**config.mk**
```make
export PLATFORM = sky130hd
export DESIGN_NAME = collision_scan_controller_flat
export DESIGN_NICKNAME = d
export VERILOG_FILES = /design/src/rtl/collision_scan_controller_pkg.sv /design/src/rtl/collision_scan_controller_if.sv /design/src/rtl/collision_scan_controller_row_overlap.sv /design/src/rtl/collision_scan_controller.sv /design/src/flat_wrapper.sv
export SDC_FILE = /design/constraint.sdc
export NUM_CORES = 1
export LEC_CHECK = 0
export CAP_MARGIN = 5
export CORE_AREA = 2 2 237 239
export DETAILED_ROUTE_END_ITERATION = 12
export DIE_AREA = 0 0 239 241
export GPL_ROUTABILITY_DRIVEN = 0
export PLACE_DENSITY = 0.34
export SYNTH_ARGS = -nofsm -noshare
export SYNTH_HDL_FRONTEND = slang
export SYNTH_SLANG_ARGS = --single-unit
```
**constraint.sdc**
```tcl
create_clock -name clock -period 5.2 [get_ports clock]
set_input_delay 1.04 -clock clock [delete_from_list [all_inputs] [get_ports clock]]
set_output_delay 1.04 -clock clock [all_outputs]
set_load 0.05 [all_outputs]
```
**src/rtl/collision_scan_controller_pkg.sv**
```systemverilog
// Shared constants and FSM state type for the asteroid collision scan.
// Latency: n/a (package only).
// Backpressure: n/a (package only).
package collision_scan_controller_pkg;

  localparam int NUM_OBJ = 16;                   // asteroid slots scanned per frame
  localparam int ROWS    = 160;                  // bitmap rows per object
  localparam int COLS    = 180;                  // bitmap row width in bits
  localparam int SLOT_W  = $clog2(NUM_OBJ + 1);  // must also hold the terminal value NUM_OBJ
  localparam int ROW_W   = $clog2(ROWS);
  localparam int IDX_W   = $clog2(NUM_OBJ);      // bits needed to index a real slot

  typedef enum logic [2:0] {
    IDLE,
    SELECT,
    SCAN,
    FLUSH,
    DONE
  } state_t;

endpackage

```
**src/rtl/collision_scan_controller_if.sv**
```systemverilog
// Bundle of frame request, frame-memory read port and per-frame result signals.
// Latency: n/a (wiring only).
// Backpressure: none; memory answers a fixed one cycle after each read strobe.
// Ports: master = scan controller side, slave = frame logic / memory / game-state side.
interface collision_scan_controller_if;
  import collision_scan_controller_pkg::*;

  logic               start;
  logic [NUM_OBJ-1:0] active_mask;
  logic               rd_en;
  logic [SLOT_W-1:0]  rd_slot;
  logic [ROW_W-1:0]   rd_row;
  logic [COLS-1:0]    ast_row_data;
  logic [COLS-1:0]    ship_row_data;
  logic [COLS-1:0]    bullet_row_data;
  logic               busy;
  logic               done;
  logic               ship_hit;
  logic [NUM_OBJ-1:0] ship_hit_mask;
  logic [NUM_OBJ-1:0] bullet_hit_mask;

  modport master (
    input  start, active_mask, ast_row_data, ship_row_data, bullet_row_data,
    output rd_en, rd_slot, rd_row, busy, done, ship_hit, ship_hit_mask, bullet_hit_mask
  );

  modport slave (
    output start, active_mask, ast_row_data, ship_row_data, bullet_row_data,
    input  rd_en, rd_slot, rd_row, busy, done, ship_hit, ship_hit_mask, bullet_hit_mask
  );

endinterface

```
**src/rtl/collision_scan_controller_row_overlap.sv**
```systemverilog
// Row overlap test: any common set pixel between asteroid row and ship / bullet row.
// Latency: combinational.
// Backpressure: none.
// Ports: ast/ship/bullet row bitmaps in, ship_ov/bullet_ov flags out.
module row_overlap_unit
  import collision_scan_controller_pkg::*;
(
  input  logic [COLS-1:0] ast,
  input  logic [COLS-1:0] ship,
  input  logic [COLS-1:0] bullet,
  output logic            ship_ov,
  output logic            bullet_ov
);

  // Overlap means a shared set bit, not equal rows.
  assign ship_ov   = |(ast & ship);
  assign bullet_ov = |(ast & bullet);

endmodule

```
**src/rtl/collision_scan_controller.sv**
```systemverilog
// Per-frame collision scheduler: walks active slots row by row through one overlap unit.
// Latency: done in cycle 1 + (NUM_OBJ+1) + popcount(mask)*(ROWS+1) after start is sampled.
// Backpressure: none; start is ignored while busy or in the done cycle, nothing is queued.
// Ports: clock, reset (sync, active-high); bus.master carries start/mask, read port, results.
module collision_scan_controller
  import collision_scan_controller_pkg::*;
(
  input  logic                        clock,
  input  logic                        reset,
  collision_scan_controller_if.master bus
);

  state_t             state;
  logic [SLOT_W-1:0]  slot;
  logic [ROW_W-1:0]   row;
  logic [NUM_OBJ-1:0] mask_q;
  logic [NUM_OBJ-1:0] acc_ship;
  logic [NUM_OBJ-1:0] acc_bullet;
  logic [NUM_OBJ-1:0] ship_mask_q;
  logic [NUM_OBJ-1:0] bullet_mask_q;
  logic               rd_en_q;
  logic               rd_vld;      // row data on the bus this cycle belongs to last cycle's read
  logic               busy_q;
  logic               done_q;
  logic               ship_hit_q;
  logic               ship_ov;
  logic               bullet_ov;
  logic [IDX_W-1:0]   slot_idx;

  // Slot never changes between a read and its data cycle, so it also addresses the accumulator.
  assign slot_idx = slot[IDX_W-1:0];

  row_overlap_unit u_overlap (
    .ast       (bus.ast_row_data),
    .ship      (bus.ship_row_data),
    .bullet    (bus.bullet_row_data),
    .ship_ov   (ship_ov),
    .bullet_ov (bullet_ov)
  );

  always_ff @(posedge clock) begin
    if (reset) begin
      state         <= IDLE;
      slot          <= '0;
      row           <= '0;
      mask_q        <= '0;
      acc_ship      <= '0;
      acc_bullet    <= '0;
      ship_mask_q   <= '0;
      bullet_mask_q <= '0;
      rd_en_q       <= 1'b0;
      rd_vld        <= 1'b0;
      busy_q        <= 1'b0;
      done_q        <= 1'b0;
      ship_hit_q    <= 1'b0;
    end else begin
      rd_vld <= rd_en_q;
      done_q <= 1'b0;

      if (rd_vld) begin
        acc_ship[slot_idx]   <= acc_ship[slot_idx] | ship_ov;
        acc_bullet[slot_idx] <= acc_bullet[slot_idx] | bullet_ov;
      end

      case (state)
        IDLE: begin
          if (bus.start) begin
            mask_q     <= bus.active_mask;
            acc_ship   <= '0;
            acc_bullet <= '0;
            slot       <= '0;
            busy_q     <= 1'b1;
            state      <= SELECT;
          end
        end

        SELECT: begin
          if (slot == SLOT_W'(NUM_OBJ)) begin
            // Accumulators already hold the final FLUSH row here.
            ship_mask_q   <= acc_ship;
            bullet_mask_q <= acc_bullet;
            ship_hit_q    <= |acc_ship;
            done_q        <= 1'b1;
            busy_q        <= 1'b0;
            state         <= DONE;
          end else if (mask_q[slot_idx]) begin
            row     <= '0;
            rd_en_q <= 1'b1;
            state   <= SCAN;
          end else begin
            slot <= slot + 1'b1;
          end
        end

        SCAN: begin
          if (row == ROW_W'(ROWS - 1)) begin
            rd_en_q <= 1'b0;
            state   <= FLUSH;
          end else begin
            row <= row + 1'b1;
          end
        end

        FLUSH: begin
          slot  <= slot + 1'b1;
          state <= SELECT;
        end

        DONE: begin
          state <= IDLE;
        end

        default: begin
          state <= IDLE;
        end
      endcase
    end
  end

  assign bus.rd_en           = rd_en_q;
  assign bus.rd_slot         = slot;
  assign bus.rd_row          = row;
  assign bus.busy            = busy_q;
  assign bus.done            = done_q;
  assign bus.ship_hit        = ship_hit_q;
  assign bus.ship_hit_mask   = ship_mask_q;
  assign bus.bullet_hit_mask = bullet_mask_q;

endmodule
```
**src/flat_wrapper.sv**
```systemverilog
// flat-port wrapper written by rule: the top's interface ports become plain ports
module collision_scan_controller_flat import collision_scan_controller_pkg::*;
  (clock, reset, bus_start, bus_active_mask, bus_ast_row_data, bus_ship_row_data, bus_bullet_row_data, bus_rd_en, bus_rd_slot, bus_rd_row, bus_busy, bus_done, bus_ship_hit, bus_ship_hit_mask, bus_bullet_hit_mask);
  collision_scan_controller_if bus_i ();
  input  logic clock;
  input  logic reset;
  input wire logic [$bits(bus_i.start)-1:0] bus_start;
  input wire logic [$bits(bus_i.active_mask)-1:0] bus_active_mask;
  input wire logic [$bits(bus_i.ast_row_data)-1:0] bus_ast_row_data;
  input wire logic [$bits(bus_i.ship_row_data)-1:0] bus_ship_row_data;
  input wire logic [$bits(bus_i.bullet_row_data)-1:0] bus_bullet_row_data;
  output wire logic [$bits(bus_i.rd_en)-1:0] bus_rd_en;
  output wire logic [$bits(bus_i.rd_slot)-1:0] bus_rd_slot;
  output wire logic [$bits(bus_i.rd_row)-1:0] bus_rd_row;
  output wire logic [$bits(bus_i.busy)-1:0] bus_busy;
  output wire logic [$bits(bus_i.done)-1:0] bus_done;
  output wire logic [$bits(bus_i.ship_hit)-1:0] bus_ship_hit;
  output wire logic [$bits(bus_i.ship_hit_mask)-1:0] bus_ship_hit_mask;
  output wire logic [$bits(bus_i.bullet_hit_mask)-1:0] bus_bullet_hit_mask;
  assign bus_i.start = bus_start;
  assign bus_i.active_mask = bus_active_mask;
  assign bus_i.ast_row_data = bus_ast_row_data;
  assign bus_i.ship_row_data = bus_ship_row_data;
  assign bus_i.bullet_row_data = bus_bullet_row_data;
  assign bus_rd_en = bus_i.rd_en;
  assign bus_rd_slot = bus_i.rd_slot;
  assign bus_rd_row = bus_i.rd_row;
  assign bus_busy = bus_i.busy;
  assign bus_done = bus_i.done;
  assign bus_ship_hit = bus_i.ship_hit;
  assign bus_ship_hit_mask = bus_i.ship_hit_mask;
  assign bus_bullet_hit_mask = bus_i.bullet_hit_mask;
  collision_scan_controller u_core (.clock(clock), .reset(reset), .bus(bus_i));
endmodule
```
==> results.yml <==
critical_path:
  cp_top_family: "simple AND/OR/NAND/NOR gates"
  path_cells: "clkdlybuf4s50_1 -> a22oi_1 -> nand4_1 -> or4_1 -> nor4_1 -> and4_1 -> a311oi_1"
  criticalPathCategory: "in -> reg"
  critPathMaxStageDelay_ps: 730
  crit_fanout: 16
  cp.depth: 7
  r2r_cells: 6
  arrival_ps: 4430
  critPathBufInv: 1
  crit_path_end_kind: "register"
  cp.required_ps: 5400
  critPathLaunchType: "primary input"
  slowest_stage: "and4_1"
route:
  drt_iter0_drc: 848
  dr.pass1.iters: 5
  routedWlPerCell_um: 35.68
  ant_nets: 0
  drt_wl_total_um: 71960
  vias: 9192
  route.detailed.drc: 0
  via_per_inst: 4.557
floorplanning:
  fp.dieW_um: 239
  fp-row-count: 86
  die-height_um: 241
  dieArea_um2: 57600
  ioPinCount: 608
  start_util_pct: 10.96
  coreArea_um2: 54880
yosys:
  yosysTopAreaCell: "dfxtp_1"
  synth_cell_types: 44
  synth_top_family_by_area: "compound AO/OA/AOI/OAI gates"
  synth_fa_ha_area_share_pct: 1.040
  muxShareOfSynthArea_pct: 5.388
  synth.avg_cell_area_um2: 8.507
  synthXorXnorAreaFrac_pct: 1.019
  synth_flop_cell: "dfxtp_1"
  synth_nets: 1271
  syn_area_um2: 6015
  synthCells: 707
  synth_area_leaders: "dfxtp_1, a22oi_1, a21oi_1"
  synth-async-reset-ratio_pct: 0
  ys_ff_latch: 101
  seq_area_frac_synth_pct: 33.62
  synth-edff-count: 0
  yosysTopAreaCellShare_pct: 33.62
  synth-simple-area-share_pct: 16.73
  synth-compound-area-share_pct: 38.38
  yosysWarnings: 0
job:
  maxCapViolCount: 0
final_layout:
  layout_commonest_cell: "clkdlybuf4s50_1"
  nets: 1854
  area_growth_syn_to_layout_pct: 119.2
  drive_gt1_share_pct: 3.787
  finish.utilization_pct: 24.02
  instances_no_fill: 2017
  final_cell_mix: "clkdlybuf4s50_1, nand2_1, a22oi_1"
  final_cell_area_um2: 13180
run_status:
  status: "finished, final reports clean"
grt:
  grt_usage_pct: 24.22
  first_global_vias: 9464
  grt_pass1_wl_um: 91430
  antenna_found_initial: 49
  grt_max_degree: 63
  overflow: 0
timing:
  tns_ps: 0
  worstMarginPinSlew_ps: 1117
  period_minus_slack_ps: 4226
  final-max-slew-violation-count: 0
  fin_ws_ps: 973.5
  final-hold-violation-count: 0
  setup_viol: 0
  skew_ps: 11.05
  grt_setup_unrepaired: "false"
  period_share_pct: 81.28
  fmax_ghz: 0.2366
  relSlewSlack_pct: 25.55
cts:
  cts_tree: "built"
  clkLatencyLatePin_ps: 360
  hold_buffers: 0
  clk_path_buf_depth: 2
  clock_sinks: 101
  post_cts_buffers: 0
  root_buffer: "clkbuf_16"
  cts_buffers: 9
  htree_levels: 3
  cts-resized-gates: 0
  clk_pin_slew_ps: 80
power:
  leakage_uw: 0.004330
  peakVddDrop_mv: 0.1570
  p_per_area_nw_per_um2: 172.0
placement:
  dp_slack_ps: 488.2
  dp.cells: 1983
  dp_hpwl_um: 64930
  numPortBuffers: 607
  place_area_um2: 12870
worst_hold_path:
  hold_path_class: "reg -> reg"
  min_path_cells: 2
## per-stage QoR
stage	total power, µW	hold slack [ps]
2_1_floorplan	991.8	433.1
3_3_place_gp	1630	442.0
3_5_place_dp	1628	447.4
4_1_cts	2287	457.2
5_1_grt	2357	471.5
6_report	2268	454.8
## report_power, final
| part | total, µW | internal (µW) | switching [µW] |
|---|---|---|---|
| registers | 803 | 786 | 17.5 |
| clock network | 649 | 325 | 324 |
| logic | 815 | 474 | 341 |
## layout make-up
cell class | instances | area [µm²]
fill | 6002 | 41700
timing repair buffer | 620 | 6168
multi-input combinational | 552 | 3775
sequential | 101 | 2022
tap | 704 | 880.8
clock buffer | 10 | 229.0
antenna | 19 | 47.55
clock inverter | 5 | 36.28
inverter | 6 | 22.52
## tightest hold or removal path, cell delays in order, from the launching register on
cell	delay, ps
dfxtp_1	310
nand2_1	50
a21oi_1	50
## per-layer routing
metal  GRT usage [%]  part of all wire, %  vias to the layer above
met5               0                 0.22                        -
met4           6.042                  3.0                       22
met3           7.640                  8.8                      117
met2           41.38                   47                      545
met1           29.43                   41                     4430
li1                -                    -                     4078
## cell families (layout without fill, tap and decap cells)
logic type,after synthesis,in the layout
XOR/XNOR,7,7
AND/OR/NAND/NOR,209,209
adder cells (fa/ha/maj),5,5
multiplexers,17,17
flip-flops,101,101
AO/OA/AOI/OAI,314,314
other,0,19
buffers and inverters,54,641
## flip-flops by register name (all words and copies together), names as in the netlist, 3 cells and up
name and count:
u_core.bus.rd_slot 5, u_core.bus.rd_row 8, u_core.state 3, u_core.bus.bullet_hit_mask 16, u_core.acc_ship 16, u_core.bus.ship_hit_mask 16, u_core.acc_bullet 16, u_core.mask_q 16
## worst paths after layout
check	from	to	slack, ps
hold reg to reg	u_core.bus.ship_hit_mask[14]$_SDFFE_PP0P_	u_core.bus.ship_hit_mask[14]$_SDFFE_PP0P_	450
setup reg to reg	u_core.bus.rd_slot[0]$_SDFFE_PP0P_	u_core.acc_ship[6]$_SDFF_PP0_	1860
hold / removal	u_core.bus.ship_hit_mask[14]$_SDFFE_PP0P_	u_core.bus.ship_hit_mask[14]$_SDFFE_PP0P_	450
setup / recovery	bus_bullet_row_data[122]	u_core.acc_bullet[5]$_SDFF_PP0_	970
## synth_stat cells, types with 2 or more instances
cell	number
a22oi_1	104
nand2_1	104
dfxtp_1	101
a21oi_1	87
a221oi_1	41
a22o_1	40
nand4_1	36
a311oi_1	32
clkbuf_1	31
nor2_1	21
mux4_2	12
nand3_1	11
nor4_1	10
buf_1	7
buf_2	7
xnor2_1	7
inv_1	6
and2_1	5
ha_1	5
mux2i_1	4
or4_1	4
nor3_1	3
or3_1	3
a211oi_2	2
and4_1	2
buf_6	2
nand2b_1	2
nor2b_1	2
Power figures use the tool's default switching activity.
